File: src/rtl/vga_dac_palette_writer.sv
// CPU-side VGA DAC register block. It packs R,G,B byte writes into 18-bit palette RAM entries and
// prefetches palette entries from the RAM's read port so the CPU can read them back.
module vga_dac_palette_writer (
    input  logic        clk,
    input  logic        reset_n,
    input  logic        cs,
    input  logic        data_m_access,
    input  logic        data_m_wr_en,
    input  logic [1:0]  data_m_addr,
    input  logic [7:0]  data_m_data_in,
    output logic [7:0]  data_m_data_out,
    output logic        data_m_ack,
    output logic        dac_wr_en,
    output logic [7:0]  dac_wr_addr,
    output logic [17:0] dac_wr_data,
    output logic [7:0]  dac_rd_addr,
    input  logic [17:0] dac_rd_data,
    output logic [7:0]  pel_mask
);

    typedef enum logic {BUS_IDLE, BUS_WAIT} bus_state_e;
    typedef enum logic [1:0] {PF_IDLE, PF_FETCH, PF_CAPTURE} pf_state_e;

    bus_state_e  busState_q;
    pf_state_e   pfState_q;
    logic [7:0]  pelMask_q;
    logic [7:0]  wrIdx_q;
    logic [7:0]  rdIdx_q;
    logic [1:0]  wrComp_q;
    logic [1:0]  rdComp_q;
    logic        dacMode_q;
    logic [5:0]  stageR_q;
    logic [5:0]  stageG_q;
    logic [17:0] rdLatch_q;
    logic        latchValid_q;
    logic        ack_q;
    logic [7:0]  dataOut_q;
    logic        dacWrEn_q;
    logic [7:0]  dacWrAddr_q;
    logic [17:0] dacWrData_q;
    logic [7:0]  dacRdAddr_q;

    logic        accept;
    logic        isDataRead;
    logic        restart;
    logic        dataReady;
    logic        immRead;
    logic        waitDone;
    logic        readFire;
    logic [17:0] readEntry;

    function automatic logic [5:0] compSel(input logic [17:0] entry, input logic [1:0] comp);
        case (comp)
            2'd0:    compSel = entry[17:12];
            2'd1:    compSel = entry[11:6];
            default: compSel = entry[5:0];
        endcase
    endfunction

    // A RAM write landing on the entry being read back invalidates the latch and refetches it.
    assign restart    = dacWrEn_q && (dacWrAddr_q == rdIdx_q) && (latchValid_q || pfState_q != PF_IDLE);
    assign accept     = cs && data_m_access && !ack_q && (busState_q == BUS_IDLE);
    assign isDataRead = !data_m_wr_en && (data_m_addr == 2'd3);
    assign dataReady  = !restart && ((pfState_q == PF_CAPTURE) || latchValid_q);
    assign immRead    = accept && isDataRead && dataReady;
    assign waitDone   = (busState_q == BUS_WAIT) && dataReady;
    assign readFire   = immRead || waitDone;
    assign readEntry  = (pfState_q == PF_CAPTURE) ? dac_rd_data : rdLatch_q;

    always_ff @(posedge clk or negedge reset_n) begin
        if (!reset_n) begin
            busState_q   <= BUS_IDLE;
            pfState_q    <= PF_IDLE;
            pelMask_q    <= 8'hFF;
            wrIdx_q      <= 8'h00;
            rdIdx_q      <= 8'h00;
            wrComp_q     <= 2'd0;
            rdComp_q     <= 2'd0;
            dacMode_q    <= 1'b0;
            stageR_q     <= 6'h00;
            stageG_q     <= 6'h00;
            rdLatch_q    <= 18'h0;
            latchValid_q <= 1'b0;
            ack_q        <= 1'b0;
            dataOut_q    <= 8'h00;
            dacWrEn_q    <= 1'b0;
            dacWrAddr_q  <= 8'h00;
            dacWrData_q  <= 18'h0;
            dacRdAddr_q  <= 8'h00;
        end else begin
            ack_q     <= 1'b0;
            dataOut_q <= 8'h00;
            dacWrEn_q <= 1'b0;

            case (pfState_q)
                PF_FETCH: pfState_q <= PF_CAPTURE;
                PF_CAPTURE: begin
                    rdLatch_q    <= dac_rd_data;
                    latchValid_q <= 1'b1;
                    pfState_q    <= PF_IDLE;
                end
                default: ;
            endcase

            // A waiting data read with nothing fetched or in flight kicks off its own fetch.
            if (restart) begin
                pfState_q    <= PF_FETCH;
                dacRdAddr_q  <= rdIdx_q;
                latchValid_q <= 1'b0;
            end else if (busState_q == BUS_WAIT && !dataReady && pfState_q == PF_IDLE) begin
                pfState_q    <= PF_FETCH;
                dacRdAddr_q  <= rdIdx_q;
                latchValid_q <= 1'b0;
            end

            if (accept) begin
                case (data_m_addr)
                    2'd0: begin
                        ack_q <= 1'b1;
                        if (data_m_wr_en) pelMask_q <= data_m_data_in;
                        else              dataOut_q <= pelMask_q;
                    end
                    2'd1: begin
                        ack_q <= 1'b1;
                        if (data_m_wr_en) begin
                            rdIdx_q      <= data_m_data_in;
                            rdComp_q     <= 2'd0;
                            dacMode_q    <= 1'b1;
                            pfState_q    <= PF_FETCH;
                            dacRdAddr_q  <= data_m_data_in;
                            latchValid_q <= 1'b0;
                        end else begin
                            dataOut_q <= {6'b000000, dacMode_q, dacMode_q};
                        end
                    end
                    2'd2: begin
                        ack_q <= 1'b1;
                        if (data_m_wr_en) begin
                            wrIdx_q   <= data_m_data_in;
                            wrComp_q  <= 2'd0;
                            stageR_q  <= 6'h00;
                            stageG_q  <= 6'h00;
                            dacMode_q <= 1'b0;
                        end else begin
                            dataOut_q <= wrIdx_q;
                        end
                    end
                    default: begin
                        if (data_m_wr_en) begin
                            ack_q <= 1'b1;
                            case (wrComp_q)
                                2'd0: begin
                                    stageR_q <= data_m_data_in[5:0];
                                    wrComp_q <= 2'd1;
                                end
                                2'd1: begin
                                    stageG_q <= data_m_data_in[5:0];
                                    wrComp_q <= 2'd2;
                                end
                                default: begin
                                    dacWrEn_q   <= 1'b1;
                                    dacWrAddr_q <= wrIdx_q;
                                    dacWrData_q <= {stageR_q, stageG_q, data_m_data_in[5:0]};
                                    wrIdx_q     <= wrIdx_q + 8'd1;
                                    wrComp_q    <= 2'd0;
                                end
                            endcase
                        end else if (!dataReady) begin
                            busState_q <= BUS_WAIT;
                        end
                    end
                endcase
            end

            // Completing the blue component advances to the next entry and prefetches it.
            if (readFire) begin
                ack_q      <= 1'b1;
                dataOut_q  <= {2'b00, compSel(readEntry, rdComp_q)};
                busState_q <= BUS_IDLE;
                if (rdComp_q == 2'd2) begin
                    rdComp_q     <= 2'd0;
                    rdIdx_q      <= rdIdx_q + 8'd1;
                    pfState_q    <= PF_FETCH;
                    dacRdAddr_q  <= rdIdx_q + 8'd1;
                    latchValid_q <= 1'b0;
                end else begin
                    rdComp_q <= rdComp_q + 2'd1;
                end
            end
        end
    end

    assign data_m_data_out = dataOut_q;
    assign data_m_ack      = ack_q;
    assign dac_wr_en       = dacWrEn_q;
    assign dac_wr_addr     = dacWrAddr_q;
    assign dac_wr_data     = dacWrData_q;
    assign dac_rd_addr     = dacRdAddr_q;
    assign pel_mask        = pelMask_q;

endmodule

File: config.mk
export PLATFORM = sky130hd
export DESIGN_NAME = vga_dac_palette_writer
export DESIGN_NICKNAME = d
export VERILOG_FILES = /design/src/rtl/vga_dac_palette_writer.sv
export SDC_FILE = /design/constraint.sdc
export NUM_CORES = 1
export LEC_CHECK = 0
export ABC_CLOCK_PERIOD_IN_PS = 3600
export CORE_MARGIN = 4
export CORE_UTILIZATION = 45
export CTS_CLUSTER_SIZE = 12
export DETAILED_ROUTE_END_ITERATION = 7
export PLACE_DENSITY = 0.66
export SLEW_MARGIN = 20
export SYNTH_ARGS = -nofsm -noshare
export SYNTH_HDL_FRONTEND = slang
export SYNTH_SLANG_ARGS = --single-unit
File: constraint.sdc
create_clock -name clk -period 3.6 [get_ports clk]
set_input_delay 0.72 -clock clk [delete_from_list [all_inputs] [get_ports clk]]
set_output_delay 0.72 -clock clk [all_outputs]
set_load 0.01 [all_outputs]
==> qor.yml, run 1 <==
fmax_ghz: 0.373
syn_inst: 493
path_clk_slew_ns: 0.07
post-route-drc-count: 0
synth-xor-area-share_pct: 1.72
syn-cell-area_um2: 5100
start_kind: "input port"
grt_pass1_vias: 4010
max_stage_delay_ns: 0.56
critPathRequiredTime_ns: 3.82
finalCriticalPeriod_ns: 2.68
coreArea_um2: 11000
syn_avg_cell_area_um2: 10.4
cap_violations: 0
ys_warn_count: 0
synth_top_cell_area_share_pct: 48.5
arrival_ns: 2.91
slew_viol_final: 0
clock_skew_ns: 0.00859
irDropWorstVdd_uv: 312
post_cts_buffers: 0
tightest_slew_ns: 0.803
hold_path_class: "input port to asynchronous set/reset pin"
clock_latency_ns: 0.34
multi_input_area_um2: 2220
syn_nets: 528
tritoncts: "built"
yosys.area_share.simple_pct: 15.7
critPathKind: "input port to flip-flop"
cp-end-kind: "flip-flop"
antenna_cells: 0
fp.dieW_um: 115
slowest_stage: "o41a_4"
synth_cell_types: 64
antenna_found_initial: 0
synth_mux_area_share_pct: 11.2
synth_compound_area_share_pct: 14.4
crit_chain: "clkdlybuf4s50_1 -> o41a_4 -> nor2_8 -> and2_1 -> buf_4 -> mux2i_1 -> a211oi_2"
h-tree-depth: 3
grt_max_degree: 52
ys_async_sr_fraction_pct: 100
dr.pass1.iters: 5
synth_top_family_by_area: "simple AND/OR/NAND/NOR gates"
routedWlPerCell_um: 17.7
wl_um: 12800
yosysMostFrequentCell: "dfrtp_1"
synthTopCellsByArea: "dfrtp_1 49%, mux2_2 7.5%, nand2_1 5.6%"
grtUsageTotal_pct: 20.5
ys_ff_latch: 107
rsz0062_at_grt: "false"
cts_buffers: 9
cts_resized: 0
ys.flop_type: "dfrtp_1"
synth_edf_count: 0
yosysSeqAreaShare_pct: 52.6
fillers: 973
grt_pass1_wl_um: 21200
num_rows: 38
post-place-ws_ns: 0.580
synthAdderAreaFrac_pct: 0.490
finalPower_uw: 4130
fin_nets: 612
yosys.area.top_type: "dfrtp_1"
tns_ns: 0
seqCellArea_um2: 2690
pwr_density_cell_nw_per_um2: 646
ant_nets: 0
start_util_pct: 46.5
grt-ovfl-total: 0
io_pins: 85
whs_ns: 0.401
cts_max_path_buffers: 2
setup_viol: 0
gp_congestion: 0.879
status: "finished, final reports clean"
final_util_pct: 58.2
root_buffer: "clkbuf_16"
drt-initial-drc-count: 312
area_growth_pct: 25.1
synth_common_cells: "99 x dfrtp_1, 76 x nand2_1, 41 x nor2_1"
die_area_um2: 13100
clock-sinks: 107
die_h_um: 115
min_period_over_period_pct: 74.5
place_hpwl_um: 9170
hold_viol_final: 0
cts_hold_buf: 0
fin_ws_ns: 0.917
vias: 3974
worstPathMaxFanout: 9
drive_above_1_share_pct: 14.9
max_slew_margin_pct: 46.5
io_buffers: 84
viasPerCell: 5.50
total_leakage_power_uw: 0.00285
-- metrics by stage --
step                      area [um^2]  std cells
after detailed placement         6080        706
after global placement           6080        706
after floorplan                  5100        493
after CTS                        6390        722
final                            6390        722
after global routing             6390        722
-- sequential cells by signal, indices dropped and copies added, names as in the netlist, 2 cells and up --
register         cells
stageG_q             6
pfState_q            2
data_m_data_out      8
stageR_q             6
dac_wr_data         18
dac_rd_addr          8
rdIdx_q              8
wrIdx_q              8
wrComp_q             2
rdLatch_q           18
dac_wr_addr          8
rdComp_q             2
pel_mask             8
-- worst max-delay path, delay by kind of cell --
kind / cells / cell delay (ns)
buffers and inverters: 2 / 0.77
AOI/OAI and AO/OA: 2 / 0.65
and+or+nand+nor: 2 / 0.54
muxes: 1 / 0.22
-- final cells by class --
class | count | share of cell area [%]
multi-input combinational | 345 | 34.8
inverter | 17 | 0.999
tap | 140 | 2.74
clock buffer | 13 | 3.76
timing repair buffer | 97 | 14.7
clock inverter | 3 | 1.02
sequential | 107 | 42.1
-- final timing paths --
check / start / end / slack, ns / cells past startpoint
setup / recovery: data_m_wr_en / rdIdx_q[7]$_DFF_PN0_ / 0.92 / 7
hold / removal: reset_n / rdLatch_q[6]$_DFF_PN0_ / 0.40 / 1
setup reg to reg: rdIdx_q[2]$_DFF_PN0_ / dac_rd_addr[0]$_DFF_PN0_ / 1.01 / 7
hold reg to reg: dac_wr_data[5]$_DFFE_PN0P_ / dac_wr_data[5]$_DFFE_PN0P_ / 0.48 / 2
max in group asynchronous: reset_n / pel_mask[7]$_DFFE_PN1P_ / 2.39 / 2
min in group clk: dac_wr_data[5]$_DFFE_PN0P_ / dac_wr_data[5]$_DFFE_PN0P_ / 0.48 / 2
-- logic make-up (layout without fill, tap and decap cells) --
family,after synthesis,in the layout
XOR/XNOR,10,10
buffers and inverters,41,130
multiplexers,52,52
AND/OR/NAND/NOR,171,171
adder cells (fa/ha/maj),2,2
AO/OA/AOI/OAI,110,110
flip-flops,107,107
-- placed cells by master (no fill, tap or decap), types with 13 or more instances in the layout --
master | Yosys | layout
mux2i_1 | 13 | 13
nand3_1 | 16 | 16
clkdlybuf4s50_1 | 0 | 83
nor2_1 | 41 | 41
inv_1 | 16 | 16
dfrtp_1 | 99 | 99
o21ai_0 | 39 | 39
buf_4 | 2 | 14
nand2_1 | 76 | 76
a21oi_1 | 22 | 22
mux2_2 | 34 | 34
-- power breakdown --
group / leakage [uW] / internal, uW / total, uW / switching [uW]
Combinational: 0.00138 / 654 / 1200 / 549
Clock: 0.000148 / 611 / 1040 / 432
Sequential: 0.00132 / 1570 / 1880 / 309
-- layer usage --
layer | track usage (%) | vias to the layer above | part of all wire [%]
li1 | - | 1889 | -
met4 | 6.18 | 0 | 1.9
met1 | 29.0 | 1956 | 47
met5 | 0 | - | 0
met2 | 31.6 | 112 | 45
met3 | 4.55 | 17 | 6.1
Note: power is estimated with default switching activity, not from simulation.
==> inputs of run 2 (changes only) <==
- ABC_CLOCK_PERIOD_IN_PS: 3600 -> 2350
- PLACE_DENSITY: 0.66 -> 0.69
- clock period: 3.6 -> 2.35 ns (I/O delays scaled with it)
==> run 2 against run 1 <==
  * Final cell count grew 4.3%
  * Sequential power grew 51%
  * Clock-buffer cell count shrank 1
  * Clock skew grew 0.0013 ns
  * Largest power group unchanged
  * Non-clock buffer count grew 31
  * Final area grew 5.0%
  * Hold slack lost 0.26 ns
  * Worst setup slack lost 0.75 ns
  * Combinational power grew 68%
  * Global-route usage grew 0.24 points
==> qor.yml, run 2 (synthesis gave the netlist of run 1 again) <==
status: "finished, final reports clean"
post-route-drc-count: 0  # unchanged
vias: 4014  # +1.0%
dr.pass1.iters: 4  # -1
max_stage_delay_ns: 0.43  # -0.13 ns
max_slew_margin_pct: 58.2  # +12 points
cp-end-kind: "flip-flop"
clock_skew_ns: 0.00991  # +0.00132 ns
setup_viol: 0  # unchanged
post-place-ws_ns: -0.147  # -0.728 ns
num_rows: 38  # unchanged
tightest_slew_ns: 0.628  # -0.175 ns
finalInstanceArea_um2: 6710  # +5.0%
grt_pass1_vias: 4055  # +1.1%
grtUsageTotal_pct: 20.7  # +0.24 points
coreArea_um2: 11000  # unchanged
cts_buffers: 9  # unchanged
die_area_um2: 13100  # unchanged
start_util_pct: 46.5  # unchanged
finalPower_uw: 6560  # +59%
routedWlPerCell_um: 17.5  # -1.5%
worstPathMaxFanout: 18  # +9
hold_path_class: "input port to asynchronous set/reset pin"
area_growth_pct: 31.4
finalCriticalPeriod_ns: 2.18
clock_latency_ns: 0.35  # about the same
gp_congestion: 0.890  # +1.2%
place_hpwl_um: 9670  # +5.4%
hold_viol_final: 0  # unchanged
critPathRequiredTime_ns: 2.58  # -1.24 ns
final_common_cell: "dfrtp_1"
placed_area_um2: 6360  # +4.6%
slowest_stage: "dfrtp_1"
r2r-end: "dac_rd_addr[0]$_DFF_PN0_"
arrival_ns: 2.41  # -0.50 ns
layout_common_cells: "99 x dfrtp_1, 83 x clkdlybuf4s50_1, 76 x nand2_1"
cap_violations: 0  # unchanged
clock-sinks: 107  # unchanged
drive_above_1_share_pct: 19.9  # +5.0 points
crit_chain: "xor2_1 -> nor4_1 -> nand4_1 -> buf_12 -> nand2_1 -> nor2_1 -> a311o_1"
min_period_over_period_pct: 92.8
h-tree-depth: 3  # unchanged
ff2ff_setup_slack_ns: 0.17  # -0.84 ns
rsz0062_at_grt: "false"
io_buffers: 84  # unchanged
drt-initial-drc-count: 244  # -22%
whs_ns: 0.140  # -0.261 ns
root_buffer: "clkbuf_16"
grt-ovfl-total: 0  # unchanged
total_leakage_power_uw: 0.00304  # +6.9%
die_h_um: 115  # unchanged
reg2regPathDepth: 7  # unchanged
antenna_found_initial: 0  # unchanged
fin_nets: 643  # +5.1%
cts_max_path_buffers: 2  # unchanged
path_clk_slew_ns: 0.07  # about the same
start_kind: "flip-flop"
slew_viol_final: 0  # unchanged
timing.rr.start: "rdIdx_q[6]$_DFF_PN0_"
irDropWorstVdd_uv: 520  # +66%
wl_um: 13200  # +2.7%
fin_ws_ns: 0.169  # -0.748 ns
cts_hold_buf: 0  # unchanged
fmax_ghz: 0.459
antenna_cells: 0  # unchanged
io_pins: 85  # unchanged
fp.dieW_um: 115  # unchanged
viasPerCell: 5.33  # -3.2%
grt_pass1_wl_um: 21100  # -0.49%
ant_nets: 0  # unchanged
cts_resized: 0  # unchanged
grt_max_degree: 49  # -5.8%
tritoncts: "built"
critPathKind: "flip-flop to flip-flop"
post_cts_buffers: 0  # unchanged
final_util_pct: 61.1  # +2.9 points
pwr_density_cell_nw_per_um2: 977  # +51%
==> run 2: cell types whose count changed in the layout (fill, tap and decap cells not counted) <==
cell / before / now
buf_12: 0 / 4
buf_4: 14 / 41
clkbuf_1: 4 / 0
clkbuf_8: 0 / 3
clkinv_2: 1 / 0
inv_6: 0 / 2
==> run 2: worst max path at each step <==
stage                         start                  endpoint  slack [ns]  cells past startpoint
3_3_place_gp                     cs      rdIdx_q[7]$_DFF_PN0_       -0.11                      8
5_1_grt        rdIdx_q[5]$_DFF_PN0_  dac_rd_addr[0]$_DFF_PN0_        0.03                      7
6_report       rdIdx_q[6]$_DFF_PN0_  dac_rd_addr[0]$_DFF_PN0_        0.17                      7
2_1_floorplan        data_m_addr[1]      rdIdx_q[3]$_DFF_PN0_        0.35                      8
4_1_cts        rdIdx_q[6]$_DFF_PN0_  dac_rd_addr[0]$_DFF_PN0_        0.17                      7
3_5_place_dp          data_m_access  dac_rd_addr[5]$_DFF_PN0_       -0.15                      8
==> run 2: final cells by class <==
cell class                 instances  area, um^2
multi-input combinational        345        2220
timing repair buffer             128        1220
inverter                          17        63.8
tap                              140         175
fill                             955        4270
sequential                       107        2690
clock inverter                     4        77.6
clock buffer                      12         267
==> run 2: layer usage <==
metal	track usage, %	routed length, um	vias to the layer above
met3	4.02	647	10
met4	5.30	128	0
met1	29.8	6280	1950
li1	-	-	1961
met5	0	0	-
met2	32.3	6100	93
==> run 2: worst max-delay path: cells and delay by family, from the launching register on <==
family	cells	cell delay, ns
buffers and inverters	1	0.24
AND/OR/NAND/NOR	4	0.94
AO/OA/AOI/OAI	1	0.29
XOR/XNOR	1	0.16
flip-flops	1	0.43
==> run 2: power breakdown <==
| part | switching, uW | internal [uW] | leakage [uW] |
|---|---|---|---|
| registers | 417 | 2410 | 0.00132 |
| logic | 938 | 1080 | 0.00155 |
| clock network | 683 | 1030 | 0.000170 |
| total | 2040 | 4520 | 0.00304 |
==> run 2: per-stage QoR <==
stage          instances  TNS (ns)
6_report             753         0
5_1_grt              753         0
4_1_cts              753         0
2_1_floorplan        493         0
3_3_place_gp         737    -0.623
3_5_place_dp         737     -1.11
==> inputs of run 3 (changes only) <==
- ABC_CLOCK_PERIOD_IN_PS: 2350 -> 2000
- CORE_UTILIZATION: 45 -> 40
- PLACE_DENSITY: 0.69 -> 0.62
- clock period: 2.35 -> 2 ns (I/O delays scaled with it)
==> run 3 against run 2 <==
  * Via count grew 2.7%
  * Total power grew 20%
  * Combinational power grew 32%
  * Fmax up 9.7%
  * Clock power is 16% higher
  * Routed wire length is 5.0% higher
  * Sequential share of layout area down 1.7 points
  * Critical path depth unchanged
  * Register-to-register slack worse by 0.16 ns
  * Critical path type unchanged
==> qor.yml, run 3 (synthesis gave the netlist of run 1 again) <==
status: "finished, final reports clean"
final_common_cell: "dfrtp_1"
cp-end-kind: "flip-flop"
clock_latency_ns: 0.35  # about the same
crit_chain: "xor2_1 -> nor4_2 -> nand4_1 -> buf_6 -> a31o_4 -> a21bo_1 -> mux2_2"
io_pins: 85  # unchanged
cap_violations: 0  # unchanged
tritoncts: "built"
grt_pass1_vias: 4241  # +4.6%
reg2regPathDepth: 7  # unchanged
dr.pass1.iters: 4  # unchanged
grt_pass1_wl_um: 22100  # +4.5%
tns_ns: 0  # unchanged
cts_buffers: 9  # unchanged
vias: 4123  # +2.7%
viasPerCell: 5.11  # -4.2%
drive_above_1_share_pct: 24.7  # +4.8 points
critPathRequiredTime_ns: 2.29  # -0.29 ns
hold_path_class: "input port to asynchronous set/reset pin"
die_area_um2: 14600  # +12%
layout_common_cells: "99 x dfrtp_1, 79 x clkdlybuf4s50_1, 73 x nand2_1"
grt-ovfl-total: 0  # unchanged
antenna_found_initial: 0  # unchanged
ff2ff_setup_slack_ns: 0.01  # -0.16 ns
slowest_stage: "dfrtp_1"
cts_max_path_buffers: 2  # unchanged
grtUsageTotal_pct: 19.3  # -1.4 points
hold_viol_final: 0  # unchanged
critPathKind: "flip-flop to flip-flop"
irDropWorstVdd_uv: 502  # -3.3%
fmax_ghz: 0.503  # +9.7%
antenna_cells: 0  # unchanged
slew_viol_final: 0  # unchanged
clock_skew_ns: 0.00847  # -0.00144 ns
num_rows: 41  # +7.9%
post-route-drc-count: 0  # unchanged
grt_max_degree: 108  # +120%
gp_congestion: 0.857  # -3.7%
drt-initial-drc-count: 221  # -9.4%
place_hpwl_um: 10100  # +4.3%
start_util_pct: 40.6  # -5.9 points
die_h_um: 121  # +5.6%
max_stage_delay_ns: 0.42  # about the same
worstPathMaxFanout: 7  # -11
ant_nets: 0  # unchanged
start_kind: "flip-flop"
coreArea_um2: 12600  # +14%
cp-endpoint: "rdComp_q[1]$_DFFE_PN0P_"
wl_um: 13800  # +5.0%
arrival_ns: 2.27  # -0.14 ns
final_util_pct: 55.7  # -5.3 points
routedWlPerCell_um: 17.1  # -2.0%
path_clk_slew_ns: 0.08  # about the same
fillers: 1124  # +18%
root_buffer: "clkbuf_16"
timing.rr.start: "rdIdx_q[1]$_DFF_PN0_"
clock-sinks: 107  # unchanged
io_buffers: 84  # unchanged
max_slew_margin_pct: 61.4  # +3.3 points
area_growth_pct: 37.2
h-tree-depth: 3  # unchanged
critPathLaunch: "rdIdx_q[1]$_DFF_PN0_"
fin_nets: 665  # +3.4%
r2r-end: "rdComp_q[1]$_DFFE_PN0P_"
setup_viol: 0  # unchanged
total_leakage_power_uw: 0.00319  # +4.7%
min_period_over_period_pct: 99.4  # +6.6 points
finalCriticalPeriod_ns: 1.99  # -0.194 ns
rsz0062_at_grt: "true"
pwr_density_cell_nw_per_um2: 1130  # +15%
fp.dieW_um: 121  # +5.6%
tightest_slew_ns: 0.579  # -0.0488 ns
[run 3: cell count changes in the layout (fill, tap and decap cells not counted), moves of 3 or more]
cell	delta
buf_4	+17
buf_6	+4
nand2_1	-3
clkbuf_8	-3
clkdlybuf4s50_1	-4
[run 3: metrics by stage]
step | cell area (um^2) | instances | hold WS (ns) | power (uW) | worst slack, ns
3_5_place_dp | 6560 | 788 | 0.461 | 5890 | -0.487
5_1_grt | 7010 | 807 | 0.182 | 8390 | -0.0983
3_3_place_gp | 6560 | 788 | 0.460 | 5830 | -0.454
6_report | 7010 | 807 | 0.115 | 7890 | 0.0128
2_1_floorplan | 5100 | 493 | 0.104 | 4620 | 0.0677
4_1_cts | 6920 | 805 | 0.162 | 7910 | 0.00741
[run 3: how the worst min path moves through the flow]
stage                                  endpoint  slack, ns                         from
floorplan                busState_q$_DFFE_PN0P_       0.10                      reset_n
global placement     dac_wr_data[1]$_DFFE_PN0P_       0.46   dac_wr_data[1]$_DFFE_PN0P_
detailed placement  dac_wr_data[13]$_DFFE_PN0P_       0.46  dac_wr_data[13]$_DFFE_PN0P_
CTS                  dac_wr_data[4]$_DFFE_PN0P_       0.16                      reset_n
global route         dac_wr_data[5]$_DFFE_PN0P_       0.18                      reset_n
finish              dac_wr_data[12]$_DFFE_PN0P_       0.12                      reset_n
[run 3: area by class of cell]
type	instances	area, um^2	share of cell area [%]
well taps	172	215	3.07
clock buffers	9	225	3.21
flip-flops and latches	107	2690	38.4
repair buffers	150	1410	20.2
clock inverters	7	106	1.52
multi-input cells	345	2290	32.7
inverters	17	63.8	0.911
[run 3: worst max-delay path, delay by kind of cell (launching register included)]
kind,cells,cell delay (ns)
AND/OR/NAND/NOR,2,0.54
AO/OA/AOI/OAI,2,0.43
flip-flops,1,0.42
buffers and inverters,1,0.21
XOR/XNOR,1,0.18
multiplexers,1,0.14
[run 3: what timing repair did]
| item | in CTS | in global routing |
|---|---|---|
| setup buffers | 1 | 2 |
| hold buffers | 0 | 0 |
| setup endpoints to repair | 13 | 24 |
| pin swaps | 3 | 15 |
| gates resized for setup | 9 | 17 |
[run 3: routing by layer]
metal,up-vias,wire (um),track usage [%]
met4,0,278,6.66
li1,1999,-,-
met2,103,6540,29.8
met5,-,0,0
met1,2006,6300,27.1
met3,15,696,4.10
[run 3: power by group]
group | switching [uW] | internal (uW)
Combinational | 1250 | 1410
Clock | 863 | 1130
Sequential | 419 | 2830
Total | 2530 | 5370
